<file path="src/rtl/vdec_hs_pkg.sv">
// Shared types and helpers for the HS-SCCH candidate sequencer.
// Holds the FSM encoding, SER width and the candidate search helpers.
package vdec_hs_pkg;

    localparam int NUM_CAND = 4;
    localparam int CAND_W   = 2;
    localparam int SER_W    = 7;
    localparam int ADDR_W   = 10;

    localparam logic [SER_W-1:0] SER_MAX = 7'h7F;

    typedef enum logic [2:0] {
        S_IDLE,
        S_LAUNCH,
        S_WAIT,
        S_JUDGE,
        S_DONE
    } state_t;

    // Returns {valid, idx} of the lowest enabled candidate above cur
    // (or at cur when incl is set).
    function automatic logic [CAND_W:0] next_cand(
        input logic [NUM_CAND-1:0] mask,
        input logic [CAND_W-1:0]   cur,
        input logic                incl
    );
        logic              v;
        logic [CAND_W-1:0] idx;
        v   = 1'b0;
        idx = '0;
        for (int i = NUM_CAND - 1; i >= 0; i--) begin
            if (mask[i] && (i > int'(cur) || (incl && i == int'(cur)))) begin
                v   = 1'b1;
                idx = CAND_W'(i);
            end
        end
        return {v, idx};
    endfunction

    function automatic logic [ADDR_W-1:0] cand_addr(
        input logic [ADDR_W-1:0] base,
        input logic [ADDR_W-1:0] stride,
        input logic [CAND_W-1:0] k
    );
        return base + stride * {{(ADDR_W-CAND_W){1'b0}}, k};
    endfunction

endpackage

</file>
<file path="src/rtl/vdec_hs_scch_rank.sv">
// Best/second-best SER update for one captured candidate result.
module vdec_hs_scch_rank
    import vdec_hs_pkg::*;
(
    input  logic [6:0] best,
    input  logic [6:0] second,
    input  logic [1:0] best_idx,
    input  logic [6:0] ser_acc,
    input  logic [1:0] k,
    output logic [6:0] best_nxt,
    output logic [6:0] second_nxt,
    output logic [1:0] best_idx_nxt
);

    // Strict compares so ties keep the earlier (lower) candidate.
    always_comb begin
        best_nxt     = best;
        second_nxt   = second;
        best_idx_nxt = best_idx;
        if (ser_acc < best) begin
            second_nxt   = best;
            best_nxt     = ser_acc;
            best_idx_nxt = k;
        end else if (ser_acc < second) begin
            second_nxt = ser_acc;
        end
    end

endmodule

</file>
<file path="src/rtl/vdec_hs_scch.sv">
// HS-SCCH candidate sequencer: runs SER per enabled candidate, ranks
// the results and issues the detection verdict.
module vdec_hs_scch_sel
    import vdec_hs_pkg::*;
#(
    parameter int TIMEOUT_CYC = 255
) (
    input  logic       clk,
    input  logic       rst_n,
    input  logic       start,
    output logic       busy,
    output logic       done,
    input  logic [3:0] cand_mask,
    input  logic [9:0] sys_base,
    input  logic [9:0] sys_stride,
    input  logic [6:0] ser_thr,
    input  logic [6:0] margin_thr,
    output logic       ser_start,
    output logic [9:0] ser_base_sys,
    output logic [1:0] ser_cand_idx,
    input  logic       ser_done,
    input  logic [6:0] ser_acc,
    output logic       found,
    output logic [1:0] det_idx,
    output logic [6:0] det_ser,
    output logic       err
);

    localparam logic [7:0] WDOG_LAST = 8'(TIMEOUT_CYC - 1);

    state_t     state;
    logic [3:0] mask_r;
    logic [9:0] base_r;
    logic [9:0] stride_r;
    logic [6:0] thr_r;
    logic [6:0] margin_r;
    logic [6:0] best_r;
    logic [6:0] second_r;
    logic [1:0] best_idx_r;
    logic [1:0] k_r;
    logic [7:0] wdog;

    logic [2:0] first;
    logic [2:0] nxt;
    logic [6:0] best_nxt;
    logic [6:0] second_nxt;
    logic [1:0] best_idx_nxt;
    logic [6:0] gap;
    logic       judge;

    assign first = next_cand(cand_mask, 2'd0, 1'b1);
    assign nxt   = next_cand(mask_r, k_r, 1'b0);
    assign gap   = second_r - best_r;
    assign judge = (mask_r != 4'd0) && (best_r <= thr_r)
                   && (gap >= margin_r);
    assign busy  = (state != S_IDLE) || start;

    vdec_hs_scch_rank u_rank (
        .best         (best_r),
        .second       (second_r),
        .best_idx     (best_idx_r),
        .ser_acc      (ser_acc),
        .k            (k_r),
        .best_nxt     (best_nxt),
        .second_nxt   (second_nxt),
        .best_idx_nxt (best_idx_nxt)
    );

    always_ff @(posedge clk or negedge rst_n) begin
        if (!rst_n) begin
            state        <= S_IDLE;
            mask_r       <= '0;
            base_r       <= '0;
            stride_r     <= '0;
            thr_r        <= '0;
            margin_r     <= '0;
            best_r       <= '0;
            second_r     <= '0;
            best_idx_r   <= '0;
            k_r          <= '0;
            wdog         <= '0;
            done         <= 1'b0;
            ser_start    <= 1'b0;
            ser_base_sys <= '0;
            ser_cand_idx <= '0;
            found        <= 1'b0;
            det_idx      <= '0;
            det_ser      <= '0;
            err          <= 1'b0;
        end else begin
            ser_start <= 1'b0;
            done      <= 1'b0;
            case (state)
                S_IDLE: begin
                    if (start) begin
                        mask_r     <= cand_mask;
                        base_r     <= sys_base;
                        stride_r   <= sys_stride;
                        thr_r      <= ser_thr;
                        margin_r   <= margin_thr;
                        best_r     <= SER_MAX;
                        second_r   <= SER_MAX;
                        best_idx_r <= '0;
                        err        <= 1'b0;
                        found      <= 1'b0;
                        if (first[2]) begin
                            k_r          <= first[1:0];
                            ser_cand_idx <= first[1:0];
                            ser_base_sys <= cand_addr(sys_base, sys_stride,
                                                      first[1:0]);
                            ser_start    <= 1'b1;
                            state        <= S_LAUNCH;
                        end else begin
                            state <= S_JUDGE;
                        end
                    end
                end
                S_LAUNCH: begin
                    wdog  <= '0;
                    state <= S_WAIT;
                end
                S_WAIT: begin
                    if (ser_done) begin
                        best_r     <= best_nxt;
                        second_r   <= second_nxt;
                        best_idx_r <= best_idx_nxt;
                        if (nxt[2]) begin
                            k_r          <= nxt[1:0];
                            ser_cand_idx <= nxt[1:0];
                            ser_base_sys <= cand_addr(base_r, stride_r,
                                                      nxt[1:0]);
                            ser_start    <= 1'b1;
                            state        <= S_LAUNCH;
                        end else begin
                            state <= S_JUDGE;
                        end
                    end else if (wdog == WDOG_LAST) begin
                        // SER counter never answered: abort without a verdict
                        err     <= 1'b1;
                        found   <= 1'b0;
                        det_idx <= best_idx_r;
                        det_ser <= best_r;
                        done    <= 1'b1;
                        state   <= S_DONE;
                    end else begin
                        wdog <= wdog + 8'd1;
                    end
                end
                S_JUDGE: begin
                    found   <= judge;
                    det_idx <= best_idx_r;
                    det_ser <= best_r;
                    done    <= 1'b1;
                    state   <= S_DONE;
                end
                S_DONE: begin
                    state <= S_IDLE;
                end
                default: begin
                    state <= S_IDLE;
                end
            endcase
        end
    end

endmodule

</file>
<file path="config.mk">
export PLATFORM = sky130hd
export DESIGN_NAME = vdec_hs_scch_sel
export DESIGN_NICKNAME = d
export VERILOG_FILES = /design/src/rtl/vdec_hs_pkg.sv /design/src/rtl/vdec_hs_scch_rank.sv /design/src/rtl/vdec_hs_scch.sv
export SDC_FILE = /design/constraint.sdc
export NUM_CORES = 1
export LEC_CHECK = 0
export CORE_MARGIN = 8
export CORE_UTILIZATION = 35
export DETAILED_ROUTE_END_ITERATION = 10
export SLEW_MARGIN = 20
export SYNTH_ARGS = -nofsm -noshare
export SYNTH_HDL_FRONTEND = slang
export SYNTH_SLANG_ARGS = --single-unit
</file>
<file path="constraint.sdc">
create_clock -name clk -period 7.54 [get_ports clk]
set_clock_uncertainty 0.05 [all_clocks]
set_input_delay 1.885 -clock clk [delete_from_list [all_inputs] [get_ports clk]]
set_output_delay 1.885 -clock clk [all_outputs]
set_load 0.01 [all_outputs]
</file>
==> metrics.txt <==
count of endpoints failing hold in the final timing report=0; signed area change from the synthesized netlist to the final layout=19.9%; top cell type by total area after synthesis=sky130_fd_sc_hd__dfrtp_1; total power=3.20 mW; post-detailed-route via-to-cell ratio=4.96; HPWL after detailed placement=11.4 mm; floorplan die height=148 um; worst endpoint data arrival time=5670 ps; iteration count of the initial detailed-routing pass=7; maximum fanout along the worst path=11; per-cell routed wire length=15.6 um; root buffer selected by CTS=sky130_fd_sc_hd__clkbuf_16; crit share post-route=72.4%; outcome=finished clean; launch point of the worst path=cand_mask[2]; proportion of synthesized chip area in sequential cells=37.1%; Max Clock Freq=183 MHz; wire length of the first global-routing pass=24.8 mm; FF-to-FF Start=k_r[0]$_DFFE_PN0P_; violation count after the first detailed-routing iteration=219; count of flip-flops with a built-in enable after synthesis=0; post-cts sizing count=0; largest cells by area after synthesis=sky130_fd_sc_hd__dfrtp_1 (37%), sky130_fd_sc_hd__ha_1 (11%), sky130_fd_sc_hd__fa_1 (6.3%); source of the worst hold timing path=det_ser[3]$_DFFE_PN0P_; overall fraction of global-route tracks in use=14.1%; Nets=831; shortest clock period the worst path allows after layout=5460 ps; critical path launch point type=primary input; Required @ worst endpoint=7750 ps; Setup Total Neg Slack=0 ps; actual slew at the worst max-slew pin=873 ps; Detail Route Antenna Nets=0; die outline area=21800 um2; maximum number of pins on one net before global-route repair=58; Min Hold Slack=427 ps; warnings from Yosys=0; number of distinct library cells after synthesis=55; most used standard cells in the synthesized netlist=sky130_fd_sc_hd__nand2_1 (95), sky130_fd_sc_hd__dfrtp_1 (90), sky130_fd_sc_hd__inv_1 (89), sky130_fd_sc_hd__o21ai_0 (69), sky130_fd_sc_hd__ha_1 (52); maximum ir drop on the vdd rail=196 uV; clock latency on the worst-skew pair=340 ps; total number of placement rows=48; CTS sink cnt=90; via count of the first global-routing pass=5058; IO buf count=74; path type of the worst min-delay path=flip-flop to flip-flop; layout cells sized above 1=7.55%; Die Width=148 um; number of diodes added for antenna fixing=0; CTS Buffer Depth=2; worst setup slack before clock tree synthesis=1770 ps; FFs w/ async S/R, synth=100%; antenna violations before repair=0; unrepaired setup endpoints after global routing=false; gr ovfl total=0; final-report max-slew violation count=0; number of nets in the synthesized netlist=766; relative max-transition margin=41.6%; Setup-failing EPs final=0; Post-CTS Setup Bufs=0; Post-Syn Instances=646; post-CTS clock slew at the launch and capture registers of the worst setup and hold paths=70 ps; core area=17100 um2; Post-Synthesis Mean Instance Area=9.39 um2; number of maximum-capacitance constraint violations=0; Boundary Pins=75; type of the setup path with the least slack=primary input to flip-flop; type of element capturing the critical path=flip-flop; count leader, synth=sky130_fd_sc_hd__nand2_1; CTS tree=done; initial core utilization=35.4%; Post-CTS Hold Fix Bufs=0; dominant register cell in the synthesized netlist=sky130_fd_sc_hd__dfrtp_1; leakage power summed over all cells=3.41 nW; DR DRC count=0; number of CTS-inserted buffers=9; number of storage elements in the synthesis netlist=90; Routability Congestion=0.838; top cell type's share of synthesized area=37.1%; final setup slack of the worst path=2080 ps; via count=4660; power density relative to cell area=441 nW/um2; drt total wl=14.7 mm; Mapped Area=6070 um2; H-Tree Depth=3
==> final cells by class <==
type | instances | area, um2
fill | 1681 | 9840
multi-input combinational | 444 | 3370
sequential | 90 | 2250
timing repair buffer | 77 | 761
inverter | 89 | 334
tap | 225 | 282
clock buffer | 12 | 256
clock inverter | 3 | 15.0
==> worst max-delay path, cell delays in order <==
cell,delay (ps)
sky130_fd_sc_hd__clkdlybuf4s50_1,470
sky130_fd_sc_hd__inv_1,100
sky130_fd_sc_hd__a21oi_1,60
sky130_fd_sc_hd__nor2_1,660
sky130_fd_sc_hd__nand2_1,180
sky130_fd_sc_hd__fa_1,530
sky130_fd_sc_hd__inv_1,50
sky130_fd_sc_hd__ha_1,210
sky130_fd_sc_hd__fa_1,400
sky130_fd_sc_hd__a21oi_1,210
sky130_fd_sc_hd__o211ai_1,160
sky130_fd_sc_hd__nor4_1,220
sky130_fd_sc_hd__nor3_1,110
sky130_fd_sc_hd__xnor3_1,200
sky130_fd_sc_hd__nand2_1,60
sky130_fd_sc_hd__a2bb2oi_1,160
==> logic make-up (layout without fill, tap and decap cells) <==
kind of cell	after synthesis	count (layout)	synth area share (%)
flops	90	90	37.1
buf+inv	112	181	7.43
simple gates	169	169	12.6
mux	29	29	5.69
xor+xnor	28	28	4.50
fa+ha+maj	71	71	17.0
compound gates	147	147	15.7
==> worst paths after layout <==
check                                               to  slack, ps  cells past startpoint
max in group asynchronous         thr_r[2]$_DFFE_PN0P_       4870                      2
max                        ser_base_sys[9]$_DFFE_PN0P_       2080                     16
max reg2reg                ser_base_sys[9]$_DFFE_PN0P_       3640                     14
min                             det_ser[3]$_DFFE_PN0P_        430                      2
min reg2reg                     det_ser[3]$_DFFE_PN0P_        430                      2
min in group asynchronous       det_ser[0]$_DFFE_PN0P_       1470                      1
==> cells in the final DEF (no fill, tap or decap), types with 3 or more instances in the layout <==
cell / count
sky130_fd_sc_hd__nand2b_1: 5
sky130_fd_sc_hd__dfrtp_1: 90
sky130_fd_sc_hd__nand3_1: 10
sky130_fd_sc_hd__o22ai_1: 3
sky130_fd_sc_hd__o21a_1: 4
sky130_fd_sc_hd__a21o_1: 7
sky130_fd_sc_hd__or3_1: 4
sky130_fd_sc_hd__nor3_2: 3
sky130_fd_sc_hd__xor2_1: 9
sky130_fd_sc_hd__nor2b_1: 3
sky130_fd_sc_hd__o211ai_1: 10
sky130_fd_sc_hd__ha_1: 52
sky130_fd_sc_hd__nor3_1: 5
sky130_fd_sc_hd__clkdlybuf4s50_1: 73
sky130_fd_sc_hd__clkinv_2: 3
sky130_fd_sc_hd__nor2_1: 29
sky130_fd_sc_hd__nand2_1: 95
sky130_fd_sc_hd__xnor2_1: 17
sky130_fd_sc_hd__inv_1: 89
sky130_fd_sc_hd__mux2_2: 16
sky130_fd_sc_hd__o41ai_1: 3
sky130_fd_sc_hd__a21oi_1: 27
sky130_fd_sc_hd__nand4_1: 3
sky130_fd_sc_hd__o21ai_0: 69
sky130_fd_sc_hd__nor4_1: 3
sky130_fd_sc_hd__buf_4: 4
sky130_fd_sc_hd__mux2_4: 7
sky130_fd_sc_hd__mux2i_1: 6
sky130_fd_sc_hd__clkbuf_16: 9
sky130_fd_sc_hd__fa_1: 19
sky130_fd_sc_hd__o21bai_1: 3
==> report_power, final <==
group / switching (mW) / internal, mW / leakage, nW / total [mW]
clock: 0.185 / 0.238 / 0.138 / 0.424
sequential: 0.142 / 0.687 / 1.10 / 0.829
combinational: 1.06 / 0.896 / 2.17 / 1.95
total: 1.38 / 1.82 / 3.41 / 3.20
==> layer usage <==
layer / vias to the layer above / global-route usage (%) / wire length (um)
li1: 2282 / - / -
met1: 2266 / 16.9 / 6450
met2: 97 / 24.6 / 7270
met3: 15 / 2.81 / 737
met4: 0 / 4.90 / 208
met5: - / 0 / 0
==> sequential cells by signal (all words and copies together), names as in the netlist, 3 cells and up <==
name	count
wdog	8
stride_r	10
second_r	7
state	3
det_ser	7
thr_r	7
base_r	10
margin_r	7
best_r	7
mask_r	4
ser_base_sys	10
==> through the flow <==
stage          cells  cell area (um2)  utilization, %
2_1_floorplan    646             6070               -
4_1_cts          940             7270            42.5
5_1_grt          940             7270            42.5
6_report         940             7270            42.5
3_3_place_gp     925             7000            40.9
3_5_place_dp     925             7000            40.9
Power figures use the tool's default switching activity.
